## src/rtl/multicycle_core.sv

```systemverilog
// Multi-cycle RV32I-subset core (lw, sw, R/I ALU, beq, jal) on a single shared
// memory port with a ready handshake, bus timeout, traps, retire strobe and debug read.
module multicycle_core #(
  parameter logic [31:0] RESET_PC    = 32'h0000_0000,
  parameter int          MEM_TIMEOUT = 255,
  parameter int          TIMEOUT_W   = 8
) (
  input  logic        clk,
  input  logic        rst,
  output logic        mem_req,
  output logic        mem_we,
  output logic [31:0] mem_addr,
  output logic [31:0] mem_wdata,
  input  logic [31:0] mem_rdata,
  input  logic        mem_ready,
  output logic        retire,
  output logic [31:0] pc_out,
  output logic        trap,
  output logic [1:0]  trap_cause,
  input  logic [4:0]  dbg_raddr,
  output logic [31:0] dbg_rdata
);

  typedef enum logic [3:0] {
    FETCH, DECODE, MEMADR, MEMREAD, MEMWB, MEMWRITE,
    EXEC_R, EXEC_I, ALUWB, JAL, BEQ, TRAP
  } state_t;

  localparam logic [6:0] OP_LOAD   = 7'b0000011;
  localparam logic [6:0] OP_STORE  = 7'b0100011;
  localparam logic [6:0] OP_REG    = 7'b0110011;
  localparam logic [6:0] OP_IMM    = 7'b0010011;
  localparam logic [6:0] OP_BRANCH = 7'b1100011;
  localparam logic [6:0] OP_JAL    = 7'b1101111;

  localparam logic [1:0] CAUSE_ILLEGAL  = 2'd1;
  localparam logic [1:0] CAUSE_MISALIGN = 2'd2;
  localparam logic [1:0] CAUSE_BUS      = 2'd3;

  localparam int                   TO_LAST_I = (MEM_TIMEOUT == 0) ? 0 : MEM_TIMEOUT - 1;
  localparam logic [TIMEOUT_W-1:0] TO_LAST   = TO_LAST_I[TIMEOUT_W-1:0];

  state_t                 state;
  logic [31:0]            pc, old_pc, ir, a, b, alu_out, mdr;
  logic [TIMEOUT_W-1:0]   wait_cnt;
  logic [31:0]            regs [32];

  // instruction fields
  logic [6:0] opcode, f7;
  logic [4:0] rd, rs1, rs2;
  logic [2:0] f3;
  assign opcode = ir[6:0];
  assign rd     = ir[11:7];
  assign f3     = ir[14:12];
  assign rs1    = ir[19:15];
  assign rs2    = ir[24:20];
  assign f7     = ir[31:25];

  logic [31:0] imm_i, imm_s, imm_b, imm_j;
  assign imm_i = {{20{ir[31]}}, ir[31:20]};
  assign imm_s = {{20{ir[31]}}, ir[31:25], ir[11:7]};
  assign imm_b = {{19{ir[31]}}, ir[31], ir[7], ir[30:25], ir[11:8], 1'b0};
  assign imm_j = {{11{ir[31]}}, ir[31], ir[19:12], ir[20], ir[30:21], 1'b0};

  logic [31:0] rf_rs1, rf_rs2;
  assign rf_rs1    = (rs1 == 5'd0) ? 32'd0 : regs[rs1];
  assign rf_rs2    = (rs2 == 5'd0) ? 32'd0 : regs[rs2];
  assign dbg_rdata = (dbg_raddr == 5'd0) ? 32'd0 : regs[dbg_raddr];

  // memory port is a pure function of state, so addr/we/wdata hold while waiting
  logic mem_state, mem_done, timeout_hit;
  assign mem_state   = (state == FETCH) || (state == MEMREAD) || (state == MEMWRITE);
  assign mem_req     = mem_state && !rst;
  assign mem_we      = (state == MEMWRITE);
  assign mem_addr    = (state == FETCH) ? pc : alu_out;
  assign mem_wdata   = b;
  assign mem_done    = mem_req && mem_ready;
  assign timeout_hit = (MEM_TIMEOUT != 0) && mem_req && !mem_ready && (wait_cnt == TO_LAST);

  assign pc_out = (state == FETCH) ? pc : old_pc;
  assign retire = !rst && ((state == MEMWB) || (state == ALUWB) || (state == BEQ) ||
                           (state == JAL) || ((state == MEMWRITE) && mem_ready));

  logic [31:0] addr_sum, br_target;
  assign addr_sum  = a + ((opcode == OP_STORE) ? imm_s : imm_i);
  assign br_target = old_pc + ((opcode == OP_BRANCH) ? imm_b : imm_j);

  // ALU shared by EXEC_R / EXEC_I; alu_ok flags unsupported encodings
  logic [31:0] alu_b, alu_res;
  logic        alu_ok;
  assign alu_b = (state == EXEC_R) ? b : imm_i;

  always_comb begin
    alu_res = '0;
    alu_ok  = 1'b1;
    case (f3)
      3'b000:  alu_res = (state == EXEC_R && f7[5]) ? a - alu_b : a + alu_b;
      3'b111:  alu_res = a & alu_b;
      3'b110:  alu_res = a | alu_b;
      3'b010:  alu_res = {31'b0, ($signed(a) < $signed(alu_b))};
      default: alu_ok  = 1'b0;
    endcase
    if (state == EXEC_R && !(f7 == 7'b0000000 || (f7 == 7'b0100000 && f3 == 3'b000)))
      alu_ok = 1'b0;
  end

  logic        rf_we;
  logic [31:0] rf_wd;
  always_comb begin
    rf_we = 1'b0;
    rf_wd = alu_out;
    case (state)
      MEMWB:   begin rf_we = 1'b1; rf_wd = mdr;                end
      ALUWB:   begin rf_we = 1'b1; rf_wd = alu_out;            end
      JAL:     begin rf_we = 1'b1; rf_wd = old_pc + 32'd4;     end
      default: ;
    endcase
  end

  always_ff @(posedge clk or posedge rst) begin
    if (rst) begin
      state      <= FETCH;
      pc         <= RESET_PC;
      old_pc     <= RESET_PC;
      ir         <= '0;
      a          <= '0;
      b          <= '0;
      alu_out    <= '0;
      mdr        <= '0;
      wait_cnt   <= '0;
      trap       <= 1'b0;
      trap_cause <= 2'd0;
      for (int i = 0; i < 32; i++) regs[i] <= '0;
    end else begin
      if (mem_req)
        wait_cnt <= mem_ready ? '0 : wait_cnt + TIMEOUT_W'(1);

      if (rf_we && rd != 5'd0)
        regs[rd] <= rf_wd;

      case (state)
        FETCH: begin
          if (mem_done) begin
            ir     <= mem_rdata;
            old_pc <= pc;
            pc     <= pc + 32'd4;
            state  <= DECODE;
          end else if (timeout_hit) begin
            old_pc     <= pc;   // report the address whose fetch hung
            state      <= TRAP;
            trap       <= 1'b1;
            trap_cause <= CAUSE_BUS;
          end
        end
        DECODE: begin
          a       <= rf_rs1;
          b       <= rf_rs2;
          alu_out <= br_target;
          if (opcode == OP_LOAD || opcode == OP_STORE) state <= MEMADR;
          else if (opcode == OP_REG)                   state <= EXEC_R;
          else if (opcode == OP_IMM)                   state <= EXEC_I;
          else if (opcode == OP_BRANCH && f3 == 3'b000) state <= BEQ;
          else if (opcode == OP_JAL)                   state <= JAL;
          else begin
            state      <= TRAP;
            trap       <= 1'b1;
            trap_cause <= CAUSE_ILLEGAL;
          end
        end
        MEMADR: begin
          alu_out <= addr_sum;
          if (addr_sum[1:0] != 2'b00) begin
            state      <= TRAP;
            trap       <= 1'b1;
            trap_cause <= CAUSE_MISALIGN;
          end else begin
            state <= (opcode == OP_LOAD) ? MEMREAD : MEMWRITE;
          end
        end
        MEMREAD, MEMWRITE: begin
          if (mem_done) begin
            mdr   <= mem_rdata;
            state <= (state == MEMREAD) ? MEMWB : FETCH;
          end else if (timeout_hit) begin
            state      <= TRAP;
            trap       <= 1'b1;
            trap_cause <= CAUSE_BUS;
          end
        end
        MEMWB: state <= FETCH;
        EXEC_R, EXEC_I: begin
          if (alu_ok) begin
            alu_out <= alu_res;
            state   <= ALUWB;
          end else begin
            state      <= TRAP;
            trap       <= 1'b1;
            trap_cause <= CAUSE_ILLEGAL;
          end
        end
        ALUWB: state <= FETCH;
        BEQ: begin
          if (a == b) pc <= alu_out;
          state <= FETCH;
        end
        JAL: begin
          pc    <= alu_out;
          state <= FETCH;
        end
        TRAP:    ;
        default: ;
      endcase
    end
  end

endmodule

```

## config.mk

```make
export PLATFORM = sky130hd
export DESIGN_NAME = multicycle_core
export DESIGN_NICKNAME = d
export VERILOG_FILES = /design/src/rtl/multicycle_core.sv
export SDC_FILE = /design/constraint.sdc
export NUM_CORES = 2
export LEC_CHECK = 0
export BUFFER_PORTS_ARGS = -buffer_cell sky130_fd_sc_hd__buf_2
export CORE_MARGIN = 5
export CORE_UTILIZATION = 30
export CTS_BUF_LIST = sky130_fd_sc_hd__clkbuf_2 sky130_fd_sc_hd__clkbuf_4 sky130_fd_sc_hd__clkbuf_8
export CTS_CLUSTER_DIAMETER = 50
export DETAILED_ROUTE_END_ITERATION = 10
export GPL_TIMING_DRIVEN = 0
export PLACE_DENSITY_LB_ADDON = 0.08
export SLEW_MARGIN = 20
export SYNTH_ARGS = -nofsm -noshare
export SYNTH_HDL_FRONTEND = slang
export SYNTH_SLANG_ARGS = --single-unit
```

## constraint.sdc

```tcl
create_clock -name clk -period 65.9 [get_ports clk]
set_input_delay 6.59 -clock clk [delete_from_list [all_inputs] [get_ports clk]]
set_output_delay 6.59 -clock clk [all_outputs]
set_load 0.05 [all_outputs]
```

## After elaboration in Yosys (flattened, before gate mapping)

Cells that the tools add are included.

| word-level totals | value |
|---|---|
| bits in registers | 1263 |
| input port bits | 40 |
| logic and storage cells | 211 |

| cells by class | value |
|---|---|
| add/sub/neg operators | 7 |
| order comparisons | 6 |
| eq/ne operators | 34 |
| muxes and demuxes | 67 |
| bitwise operators | 6 |
| reduce and logical (&&, ||, !) cells | 48 |

Operators with widths:

| kind | number |
|---|---|
| $bwmux 1024 | 1 |
| $mux 32 | 19 |
| $bmux 32 s5 | 3 |
| $pmux 32 s3 | 2 |
| $demux 32 s5 | 1 |
| $pmux 32 s4 | 1 |
| $add 32x32->32 | 3 |
| $add 32x3->32 const B | 2 |
| $pmux 32 s2 | 1 |
| $and 32x32->32 | 1 |
| $eq 32x32->1 | 1 |
| $lt 32x32->1 | 1 |
| $or 32x32->32 | 1 |
| $sub 32x32->32 | 1 |
| $mux 4 | 7 |
| $ge 6x6->1 const B | 4 |
| $mux 2 | 12 |
| $not 5->6 | 4 |
| $pmux 4 s6 | 1 |
| $eq 7x6->1 const B | 3 |
| $mux 20 | 1 |
| $ne 2x2->1 const B | 10 |
| $eq 4x3->1 const B | 4 |
| $logic_not 5->1 | 3 |
| 35 further kinds | 81 |

## Logic depth before layout (Yosys ltp)

| depth | value |
|---|---|
| depth after elaboration | 9 |
| gate-level depth with buffers | 19 |
| depth with buffers taken out | 17 |

## Worst setup path after synthesis

OpenSTA, ideal clock, no wires.

| timing | value |
|---|---|
| path type | input port to output port |
| start point | input port dbg_raddr[0] |
| end point | output port dbg_rdata[10] |
| arrival | 9121 ps |
| data required time | 59310 ps |
| setup slack | 50189 ps |
| cell stages on the path | 7 |
| cells stage by stage | clkbuf_1 buf_1 buf_1 mux4_2 mux4_2 mux2i_1 nor2_1 |

| on the way | value |
|---|---|
| word-level cells in the longest chain between the ends | 5 |

RTL lines:

| element | RTL line | text |
|---|---|---|
| from (decl) | 20 | `input logic [4:0] dbg_raddr,` |
| $not 5->6 (not written as such) | 68 | `assign dbg_rdata = (dbg_raddr == 5'd0) ? 32'd0 : regs[dbg_raddr];` |
| $bmux 32 s5 | 68 |  |
| $mux 32 (not written as such) (2 in a row) | 68 |  |
| $mux 32 (*) | 68 |  |
| to (decl) | 21 | `output logic [31:0] dbg_rdata` |

Every way passes the cells marked *; elsewhere a longest branch is shown, timed or not. The select of a mux whose other input is x is not followed.

## Worst setup path after layout

| timing | value |
|---|---|
| start point | input port dbg_raddr[1] |
| end point | output port dbg_rdata[1] |

Same word-level chain as after synthesis.

==> summary.md <==
| Metric | Value |
|---|---|
| P&R area growth vs syn | 16.0% |
| Max_cap viols | 0 |
| Pwr/cell area | 51.4 mW/mm² |
| Die span in x | 526 µm |
| Die footprint | 0.277 mm² |
| Int Power | 2300 µW |
| Worst-path fanout max | 10 |
| Post-synthesis register bit count | 1263 |
| Starting Density | 30.2% |
| Fraction of registers with async set/reset | 100% |
| Final Critical Period | 17.54 ns |
| Clk Latency, worst-skew pair | 1.00 ns |
| Vias per inst | 6.15 |
| Clock Path Buffers | 4 |
| Post-Route WL | 463000 µm |
| Fmax | 0.0570 GHz |
| Setup Fix Bufs, Post-CTS | 0 |
| Via count | 71.8k |
| DRC viols | 0 |
| Worst-path cell chain | clkbuf_1, clkbuf_1, clkbuf_1, mux4_2, mux4_2, mux2i_1, nor2_1, buf_2 |
| Worst-path clk slew | 0.06 ns |
| Comb power frac | 53.9% |
| Depth of the most critical reg-to-reg path | 19 |
| Synth Flop Type | dfrtp_1 |
| Crit-path slowest cell | clkbuf_1 |
| Setup TNS | 0 ns |
| Clock Power Share | 19.7% |
| Number of global-route vias before repair | 70.2k |
| Slew of the pin with the lowest slew margin | 1.32 ns |
| Switching power | 2470 µW |
| # IOs | 174 |
| Net Sw Frac | 51.8% |
| R2R setup slack | 57.61 ns |
| Synth cell types | 85 |
| Crit Reg-Reg Startpoint | ir[20] |
| R2r endpoint | alu_out[28] |
| DR WL/cell | 39.7 µm |
| Sequential element share of the synthesized area | 39.5% |
| Worst min-delay path class | flop to flop |
| Final Hold Viols | 0 |
| Post-place setup slack | 48.40 ns |
| Largest net degree at the start of global routing | 99 |
| Slew Viols, Final | 0 |
| CORE AREA | 0.265 mm² |
| Hold EP | trap |
| Nature of the critical path startpoint | input pin |
| Num rows | 189 |
| Final setup fails | 0 |
| Layout Skew | 0.109 ns |
| CP Capture Type | output port |
| Global-route wire length before repair | 621000 µm |
| LEAKAGE | 0.0386 µW |
| Post-synthesis cell count | 7417 |
| Post-route worst setup slack | 48.36 ns |
| CTS Buf Count | 268 |
| Root Buffer Master | clkbuf_8 |
| Share of cells above drive strength 1 | 25.2% |
| First-pass DRT Iterations | 8 |
| Antenna violations before repair | 36 |
| RSZ-0062 raised after global routing | no |
| Buffers on Ports | 170 |
| Total grt overflow | 0 |
| Post-synth EDFFs | 0 |
| Max-slew headroom | 12.2% |
| GPL Wtd Cong | 0.986 |
| Worst path top cell family by delay | buffers and inverters |
| Net count, final | 8147 |
| CTS sink count | 1263 |
| Final period util | 26.6% |
| Kind of critical path | input pin to output port |
| Critical Path RT | 59.31 ns |
| Sequential Power Share | 26.4% |
| Post-CTS sizing | 0 |
| Die Span Y | 526 µm |
| DR iter-0 viols | 9663 |
| CTS tree | yes |
| Hpwl dp | 353000 µm |
| Syn Nets | 7632 |
| Min-Delay Path Depth | 1 |
| Routed Antenna Nets | 0 |
| H-tree levels | 5 |
| Ys Warns | 0 |
| Delay of the slowest critical-path stage | 1.02 ns |
| Cell Area, Synth | 0.0800 mm² |
| Filler cells | 27.1k |
| Crit path top cell by count | clkbuf_1 |
| Gr usage total | 32.6% |
| Syn Area/Cell | 10.8 µm² |
| Worst Path Buf+Inv | 4 |
| Hold path startpoint | trap |
| CP arrival | 10.95 ns |
| Peak supply drop | 0.0227 mV |
| Run status | finished clean |
| Cts-stage hold buffer count | 0 |
==> per-layer routing <==
metal / global-route usage (%) / vias up / wire length [µm]
met1: 41.3 / 37800 / 179000
met3: 8.75 / 1087 / 44200
li1: - / 28600 / -
met5: 0 / - / 73
met2: 49.3 / 4302 / 204000
met4: 20.8 / 12 / 36200
==> stage by stage <==
stage	cell area [µm²]	utilization (%)	std cells	total power, µW	hold slack [ns]
floorplan	80000	-	7417	2540	0.458
global placement	85300	32.1	11100	3710	0.450
detailed placement	86900	32.8	11200	3780	0.474
CTS	92600	34.9	11700	4720	0.487
global route	92700	35.0	11700	4900	0.506
finish	92800	35.0	11700	4770	0.482
==> cell usage after synthesis (7+ instances only) <==
master	n	area share, %
dfrtp_1	1263	40
nand2_1	1197	5.6
mux4_2	896	25
o21ai_0	883	5.5
clkbuf_1	582	2.7
a21oi_1	518	3.2
nor2_1	494	2.3
mux2_2	198	2.8
ha_1	171	2.7
inv_1	114	0.53
o22ai_1	95	0.74
buf_1	91	0.43
mux2i_1	75	0.94
nor2b_1	74	0.58
xnor2_1	70	0.77
xor2_1	65	0.71
nand3_1	64	0.40
nor3_1	45	0.28
o31ai_1	42	0.39
a21o_1	40	0.38
a221oi_1	33	0.36
buf_2	33	0.21
a31oi_1	25	0.20
nand2b_1	25	0.20
o32ai_1	25	0.27
nand4_1	23	0.18
or3_1	22	0.17
a211oi_1	19	0.18
and3_1	19	0.15
o21bai_1	16	0.15
o211ai_1	15	0.14
nor4_1	14	0.11
or2_2	13	0.10
o221ai_1	12	0.13
a222oi_1	9	0.11
a22o_1	8	0.088
nor3b_1	8	0.075
o41ai_1	8	0.088
or4_1	7	0.066
==> how the worst max path moves through the flow <==
| stage | from | end | cells after the start |
|---|---|---|---|
| floorplan | rst | a[0] | 1 |
| global placement | rst | regs[597] | 2 |
| detailed placement | dbg_raddr[0] | dbg_rdata[14] | 8 |
| CTS | dbg_raddr[1] | dbg_rdata[29] | 8 |
| global route | dbg_raddr[1] | dbg_rdata[14] | 8 |
| finish | dbg_raddr[1] | dbg_rdata[1] | 8 |
==> placed cells by master, fill, tap and decap left out, types with 22 or more instances in the layout <==
cell type,n
a21o_1,40
a21oi_1,513
a31oi_1,25
buf_1,27
buf_2,267
clkbuf_1,507
clkbuf_2,78
clkbuf_4,77
clkbuf_8,334
clkinv_2,25
dfrtp_1,1262
ha_1,171
inv_1,113
mux2_2,198
mux2i_1,75
mux4_2,896
nand2_1,1197
nand2b_1,25
nand3_1,64
nand4_1,23
nor2_1,491
nor2b_1,74
nor3_1,41
o21ai_0,883
o22ai_1,94
o31ai_1,42
o32ai_1,25
or3_1,22
xnor2_1,70
xor2_1,65
==> layout make-up <==
| class | instances | area (µm²) | share of cell area [%] |
|---|---|---|---|
| plain buffers | 707 | 2880 | 3.10 |
| well taps | 3533 | 4420 | 4.76 |
| repair buffers | 245 | 2150 | 2.32 |
| flip-flops and latches | 1263 | 31600 | 34.1 |
| clock buffers | 410 | 5170 | 5.57 |
| inverters | 115 | 439 | 0.473 |
| diodes | 21 | 52.6 | 0.0566 |
| multi-input cells | 5332 | 45500 | 49.1 |
| clock inverters | 50 | 526 | 0.566 |
==> worst reg2reg max path, stage by stage, from the launching register on <==
cell and delay (ns):
dfrtp_1 0.52, clkbuf_1 0.40, buf_2 0.49, buf_2 0.61, buf_2 0.63, buf_2 0.71
nand2_1 0.11, nand2_1 0.18, ha_1 0.39, inv_1 0.11, fa_1 0.45, o21ai_0 0.45
a21oi_1 0.24, a21oi_1 0.60, a31oi_1 0.29, o41ai_1 0.76, a211oi_1 0.22, o211a_1 0.25
o21ai_0 0.55, a21oi_1 0.15
==> cell families after synthesis <==
logic type	synth area share [%]
XOR/XNOR	1.48
AND/OR/NAND/NOR	10.6
adder cells (fa/ha/maj)	2.77
AO/OA/AOI/OAI	12.8
buffers and inverters	3.92
flip-flops	39.5
multiplexers	29.0
==> flip-flops by register name, indices dropped and copies added, names as in the netlist <==
signal      count
trap_cause      2
a              32
mdr            32
mem_wdata      32
old_pc         32
state           4
pc             32
alu_out        32
trap            1
regs         1024
wait_cnt        8
ir             32
==> power groups by stage <==
| stage | registers [µW] | clock network [µW] | logic (µW) |
|---|---|---|---|
| 6_report | 1260 | 939 | 2570 |
| 5_1_grt | 1270 | 980 | 2650 |
| 4_1_cts | 1250 | 948 | 2530 |
| 3_5_place_dp | 1260 | 0 | 2520 |
| 3_3_place_gp | 1260 | 0 | 2460 |
| 2_1_floorplan | 1140 | 0 | 1410 |
No activity file was read; power rests on OpenSTA's default activity.
